<file path="config.mk">
export PLATFORM = sky130hd
export DESIGN_NAME = shift_sequencer
export DESIGN_NICKNAME = d
export VERILOG_FILES = /design/src/rtl/shift_sequencer.sv
export SDC_FILE = /design/constraint.sdc
export NUM_CORES = 1
export LEC_CHECK = 0
export ABC_AREA = 0
export CORE_ASPECT_RATIO = 1.2
export CORE_MARGIN = 4
export CORE_UTILIZATION = 44
export DETAILED_ROUTE_END_ITERATION = 12
export GPL_TIMING_DRIVEN = 1
export PLACE_DENSITY = 0.89
export SYNTH_ARGS = -nofsm -noshare
export SYNTH_HDL_FRONTEND = slang
export SYNTH_SLANG_ARGS = --single-unit
</file>
<file path="constraint.sdc">
create_clock -name clk -period 3.8 [get_ports clk]
set_clock_uncertainty 0.2 [all_clocks]
set_input_delay 0.38 -clock clk [delete_from_list [all_inputs] [get_ports clk]]
set_output_delay 0.38 -clock clk [all_outputs]
set_load 0.01 [all_outputs]
</file>
<file path="src/rtl/shift_sequencer.sv">
// shift_sequencer: sequences a 4-bit external combinational shifter.
// Holds the working register, drives the shifter select/data/fill inputs and
// writes the shifter result back once per step for the accepted step count.
module shift_sequencer #(
  parameter int unsigned CNT_W = 4
) (
  input  logic             clk,
  input  logic             rst_n,
  input  logic             cmd_valid,
  output logic             cmd_ready,
  input  logic             cmd_load,
  input  logic [3:0]       cmd_data,
  input  logic [2:0]       cmd_op,
  input  logic [CNT_W-1:0] cmd_count,
  input  logic             ser_in_right,
  input  logic             ser_in_left,
  output logic [2:0]       sh_select,
  output logic [3:0]       sh_data,
  output logic             sh_ir,
  output logic             sh_il,
  input  logic [3:0]       sh_exit,
  output logic [3:0]       reg_q,
  output logic             ser_out_msb,
  output logic             ser_out_lsb,
  output logic             busy,
  output logic             done
);

  typedef enum logic [1:0] {
    IDLE = 2'b00,
    RUN  = 2'b01,
    DONE = 2'b10
  } state_e;

  state_e           state_q, state_d;
  logic [CNT_W-1:0] remaining_q, remaining_d;
  logic [2:0]       op_q, op_d;
  logic [3:0]       reg_d;
  logic             done_q, done_d;
  logic             busy_q, busy_d;

  // Next-state, step counter and working-register update.
  always_comb begin
    state_d     = state_q;
    remaining_d = remaining_q;
    op_d        = op_q;
    reg_d       = reg_q;
    case (state_q)
      IDLE: begin
        if (cmd_valid) begin
          op_d        = cmd_op;
          remaining_d = cmd_count;
          if (cmd_load) reg_d = cmd_data;
          state_d = (cmd_count != '0) ? RUN : DONE;
        end
      end
      RUN: begin
        reg_d = sh_exit;
        // Guard keeps the counter from wrapping even if it were ever 0 here.
        if (remaining_q != '0) remaining_d = remaining_q - CNT_W'(1);
        if (remaining_q <= CNT_W'(1)) state_d = DONE;
      end
      DONE: begin
        state_d = IDLE;
      end
      default: begin
        state_d = IDLE;
      end
    endcase
    done_d = (state_d == DONE);
    busy_d = (state_d != IDLE);
  end

  // State and datapath registers with asynchronous active-low reset.
  always_ff @(posedge clk or negedge rst_n) begin
    if (!rst_n) begin
      state_q     <= IDLE;
      remaining_q <= '0;
      op_q        <= '0;
      reg_q       <= '0;
      done_q      <= 1'b0;
      busy_q      <= 1'b0;
    end else begin
      state_q     <= state_d;
      remaining_q <= remaining_d;
      op_q        <= op_d;
      reg_q       <= reg_d;
      done_q      <= done_d;
      busy_q      <= busy_d;
    end
  end

  // Output decode: ready and select come straight from the current state.
  always_comb begin
    cmd_ready   = (state_q == IDLE);
    sh_select   = (state_q == RUN) ? op_q : 3'b000;
    sh_data     = reg_q;
    sh_ir       = ser_in_right;
    sh_il       = ser_in_left;
    ser_out_msb = reg_q[3];
    ser_out_lsb = reg_q[0];
    busy        = busy_q;
    done        = done_q;
  end

endmodule

</file>
==> results.py, run 1 <==
metrics = {
    "outcome": {
        "outcome": "finished clean",
    },
    "clock_network": {
        "cts_resized": 0,
        "insertion_delay_ps": 280,
        "htreeDepth": 1,
        "clkSinkCount": 15,
        "cts_hold_repair.buffers": 0,
        "cts.reportedPaths.clkPinSlew_ps": 90,
        "cts-root-buf": "clkbuf_4",
        "post_cts_buffers": 0,
        "cts_buffer_depth": 2,
        "cts_buffers": 3,
        "cts_tree": "yes",
    },
    "final_layout": {
        "fin_area_um2": 1190,
        "fillers": 156,
        "final_net_count": 136,
        "final_core_util_pct": 63.5,
        "antennaDiodeCount": 0,
        "register_area_um2": 375,
        "multi_input_area_um2": 407,
        "drive_gt1_share_pct": 7.21,
        "layoutNonFillerInstCount": 130,
        "area_delta_synth_final_pct": 36.3,
    },
    "power": {
        "p_int_w": 0.000594,
        "switching_power_w": 0.000393,
        "ir_drop_mv": 0.387,
        "clockPowerShare_pct": 9.3,
        "p_per_area_nw_per_um2": 830,
        "p_sw_share_pct": 39.8,
        "leakage_nw": 0.501,
        "seqPwrFrac_pct": 33.2,
        "pwr-share-comb_pct": 57.6,
    },
    "routing": {
        "dr.first_iter.drc_count": 14,
        "drc": 0,
        "final_antenna_net_count": 0,
        "via_count": 776,
        "drtPass1Iterations": 4,
        "routed_wl_um": 2070,
        "wire_per_inst_um": 15.9,
        "viasPerCell": 5.97,
    },
    "floorplanning": {
        "fp.dieH_um": 56.8,
        "die_w_um": 48.6,
        "fp-row-count": 17,
        "ios": 39,
        "start_util_pct": 46.6,
        "die_area_um2": 2760,
        "core_area_um2": 1870,
    },
    "critical_path": {
        "critPathLaunchType": "register",
        "cp.required_ps": 3220,
        "crit_slowest_cell": "dfrtp_1",
        "worstSetupPathType": "reg -> out",
        "crit_fanout": 17,
        "crit_path_max_incr_delay_ps": 610,
        "path_cells": "nor2b_1 -> and2_1 -> clkdlybuf4s50_1",
        "worstSetupEndpointType": "primary output",
        "critPathBufInv": 1,
        "cp.arrival_ps": 1860,
        "critical_path.top_delay_family": "flip-flops",
    },
    "synth": {
        "ys_ff_latch": 15,
        "synthCells": 84,
        "synth_edf_count": 0,
        "synth-main-ff-cell": "dfrtp_1",
        "yosysMostFrequentCell": "dfrtp_1",
        "async_flop_share_pct": 100,
        "syn_area_um2": 872,
        "syn-num-nets": 108,
        "synth_warnings": 0,
        "ys_types": 30,
        "synth_top_area_share_pct": 43.0,
        "yosys-top-cells-area": "dfrtp_1 (43%), buf_4 (6.9%), o2bb2ai_1 (6.0%)",
        "synth_top_cell_by_area": "dfrtp_1",
        "ys_top_cells_by_count": "dfrtp_1 (15), buf_4 (8), o2bb2ai_1 (6)",
        "yosysSeqAreaShare_pct": 43.0,
        "postSynthAreaPerCell_um2": 10.4,
    },
    "global_routing": {
        "grt_pass1_wl_um": 3360,
        "grt.met1_usage_pct": 16.4,
        "grt-ovfl-total": 0,
        "grt-busiest-layer": "met2",
        "antenna_found_initial": 0,
        "grt_max_degree": 18,
        "met2_usage_pct": 26.9,
        "grt.total_usage_pct": 15.1,
        "grt_pass1_vias": 779,
        "grt_use_met3_pct": 3.18,
    },
    "sta": {
        "worst_pin_slew_ps": 663,
        "finalCritPeriodShare_pct": 64.3,
        "relSlewSlack_pct": 55.7,
        "drv_slew": 0,
        "finalSetupTns_ps": 0,
        "hold_viol_final": 0,
        "rsz0062_at_grt": "false",
        "max_clock_freq_ghz": 0.409,
        "whs_ps": 293,
        "fin_crit_ps": 2440,
        "setup_violations": 0,
    },
    "placed_design": {
        "place_area_um2": 1160,
        "dp_cells": 126,
        "globalplace.congestion": 0.865,
        "portBuffers": 34,
        "dp_hpwl_um": 1620,
    },
    "flow_run": {
        "maxCapViolCount": 0,
    },
    "worst_hold_path": {
        "hp-class": "in -> async",
    },
}
stage by stage:
stage / power [W] / worst slack (ps)
4_1_cts: 0.000996 / 1330
2_1_floorplan: 0.000686 / 2300
5_1_grt: 0.00106 / 1240
3_5_place_dp: 0.000899 / 1660
3_3_place_gp: 0.000871 / 1720
6_report: 0.000987 / 1360
sequential cells by signal (all words and copies together), names as in the netlist:
signal and cells:
busy 1, done 1, op_q 3, reg_q 4
remaining_q 4, state_q 2
worst paths after layout:
check	start	to	slack, ps	depth (start not counted)
worst min-delay path	rst_n	done	290	1
worst min register to register	op_q[1]	op_q[1]	310	1
max in group asynchronous	rst_n	remaining_q[1]	2680	1
worst max-delay path	state_q[0]	sh_select[0]	1360	3
worst max register to register	state_q[1]	remaining_q[0]	2040	3
min in group clk	op_q[1]	op_q[1]	310	1
cell usage in the layout (no fill, tap or decap), drive strengths merged, types with 2 or more instances in the layout:
master,netlist,final
o2bb2ai,6,6
a21oi,5,5
a31oi,4,4
nand2b,2,2
nor4bb,2,2
o21ai,3,3
ha,3,3
nor2,3,3
clkdlybuf4s50,0,34
and2,4,4
clkbuf,0,3
dfrtp,15,15
inv,4,4
mux2,3,3
nor3b,2,2
and3b,4,4
cells by family (layout without fill, tap and decap cells):
kind of cell             after synthesis  count (layout)  synth area share, %
adder cells (fa/ha/maj)                3               3                 4.30
buffers and inverters                 15              42                 10.3
flip-flops                            15              15                 43.0
AO/OA/AOI/OAI                         24              24                 19.5
AND/OR/NAND/NOR                       23              23                 17.8
multiplexers                           4               4                 5.02
power groups by stage:
stage / sequential [W] / clock [W] / combinational (W)
2_1_floorplan: 0.000311 / 0 / 0.000376
3_3_place_gp: 0.000324 / 0 / 0.000547
3_5_place_dp: 0.000330 / 0 / 0.000569
4_1_cts: 0.000326 / 0.0000957 / 0.000574
5_1_grt: 0.000344 / 0.000101 / 0.000618
6_report: 0.000327 / 0.0000913 / 0.000568
metal layers:
metal	up-vias	wire [um]
met4	0	53
met1	382	806
li1	354	-
met2	32	1110
met3	8	105
met5	-	0
area by class of cell:
class,instances,area share (%)
clock buffers,3,1.89
clock inverters,1,0.421
inverters,4,1.26
multi-input cells,54,34.2
flip-flops and latches,15,31.6
well taps,19,2.00
repair buffers,34,28.6
(Power assumes the default switching activity.)
==> inputs of run 2 (changes only) <==
Settings changed: CORE_UTILIZATION 44 to 41, PLACE_DENSITY 0.89 to 0.84.
Clock period 3.8 ns to 2.54 ns, I/O delays scaled along.
==> run 2 against run 1 <==
First-iteration DRC count grew 21%. Global-route usage down 0.13 points. Combinational power up 50%. Total power is 49% higher. Routed wire length is 3.7% lower. Sequential power is 49% higher. Core utilization down 4.9 points. Largest power group unchanged. Highest routed layer unchanged.
==> results.py, run 2 (synthesized netlist as in run 1, its figures left out) <==
metrics = {
    "final_layout": {
        "area_delta_synth_final_pct": 37.7,
        "final_cell_mix": "clkdlybuf4s50_1 (34), dfrtp_1 (15), o2bb2ai_1 (6)",
        "final_common_cell": "clkdlybuf4s50_1",
        "fillers": 187,
        "drive_gt1_share_pct": 6.31,
        "final_net_count": 136,
        "reg_top3": "reg_q x4, remaining_q x4, op_q x3",
        "antennaDiodeCount": 0,
        "final_core_util_pct": 58.6,
    },
    "power": {
        "power_w": 0.00147,
        "leakage_nw": 0.499,
        "p_per_area_nw_per_um2": 1230,
        "ir_drop_mv": 0.566,
    },
    "clock_network": {
        "post_cts_buffers": 0,
        "cts_buffers": 3,
        "cts_hold_repair.buffers": 0,
        "cts.reportedPaths.clkPinSlew_ps": 90,
        "cts-root-buf": "clkbuf_4",
        "htreeDepth": 1,
        "clkSinkCount": 15,
        "insertion_delay_ps": 280,
        "cts_tree": "yes",
        "cts_buffer_depth": 2,
        "cts_resized": 0,
    },
    "global_routing": {
        "grt_pass1_wl_um": 3280,
        "grt-ovfl-total": 0,
        "grt_pass1_vias": 757,
        "grt_max_degree": 18,
        "antenna_found_initial": 0,
        "grt.total_usage_pct": 15.0,
    },
    "floorplanning": {
        "fp-row-count": 18,
        "die_w_um": 50.1,
        "ios": 39,
        "core_area_um2": 2050,
        "start_util_pct": 42.6,
        "die_area_um2": 2930,
        "fp.dieH_um": 58.5,
    },
    "routing": {
        "final_antenna_net_count": 0,
        "met2_length_um": 1030,
        "viasPerCell": 5.11,
        "drtPass1Iterations": 4,
        "wl_met3_um": 105,
        "wl_met1_um": 793,
        "via_count": 720,
        "top_layer_used": "met4",
        "wire_per_inst_um": 14.1,
        "routed_wl_um": 2000,
        "drc": 0,
        "dr.first_iter.drc_count": 17,
    },
    "sta": {
        "relSlewSlack_pct": 53.1,
        "drv_slew": 0,
        "max_clock_freq_ghz": 0.424,
        "rsz0062_at_grt": "false",
        "whs_ps": 187,
        "hold_viol_final": 0,
        "fin_crit_ps": 2360,
        "finalSetupTns_ps": 0,
        "finalCritPeriodShare_pct": 92.8,
        "setup_violations": 0,
        "worst_pin_slew_ps": 701,
    },
    "critical_path": {
        "critPathLaunchType": "register",
        "worstSetupPathType": "reg -> out",
        "worstSetupEndpointType": "primary output",
        "cp.required_ps": 2090,
        "crit_fanout": 17,
        "cp.arrival_ps": 1900,
    },
    "outcome": {
        "outcome": "finished clean",
    },
    "flow_run": {
        "maxCapViolCount": 0,
    },
    "placed_design": {
        "dp_hpwl_um": 1590,
        "globalplace.congestion": 0.897,
        "portBuffers": 34,
    },
    "worst_hold_path": {
        "hp-class": "in -> async",
    },
}
-- run 2: final timing paths --
| kind | to | slack (ps) | depth (start not counted) | startpoint |
|---|---|---|---|---|
| max in group asynchronous | op_q[2] | 1510 | 1 | rst_n |
| worst max register to register | remaining_q[0] | 790 | 3 | state_q[1] |
| worst max-delay path | sh_select[1] | 180 | 3 | state_q[0] |
| worst min-delay path | remaining_q[3] | 190 | 1 | rst_n |
| worst min register to register | op_q[1] | 310 | 1 | op_q[1] |
| min in group clk | op_q[1] | 310 | 1 | op_q[1] |
-- run 2: routing by layer --
layer / vias up / GRT usage (%)
met3: 9 / 3.04
met5: - / 0
met4: 0 / 10.3
met1: 334 / 15.5
met2: 24 / 26.9
li1: 353 / -
-- run 2: layout make-up --
class	instances	area [um2]	share of cell area [%]
repair buffers	34	340	28.3
multi-input cells	54	407	33.9
flip-flops and latches	15	375	31.3
inverters	4	15.0	1.25
clock buffers	4	26.3	2.19
well taps	30	37.5	3.13
-- run 2: where the power goes --
part / total (W) / switching [W] / internal [W]
Sequential: 0.000488 / 0.000130 / 0.000358
Clock: 0.000135 / 0.0000739 / 0.0000610
Combinational: 0.000850 / 0.000376 / 0.000475
-- run 2: per-stage QoR --
step | std cells | instance area, um2 | setup slack [ps]
floorplan | 84 | 872 | 1040
global placement | 137 | 1170 | 591
detailed placement | 137 | 1170 | 485
CTS | 141 | 1200 | 159
global route | 141 | 1200 | 59.0
finish | 141 | 1200 | 183
-- run 2: worst max-delay path, cell delays in order (launching register included) --
cell,delay (ps)
dfrtp_1,610
nor2b_1,300
and2_1,170
clkdlybuf4s50_1,540
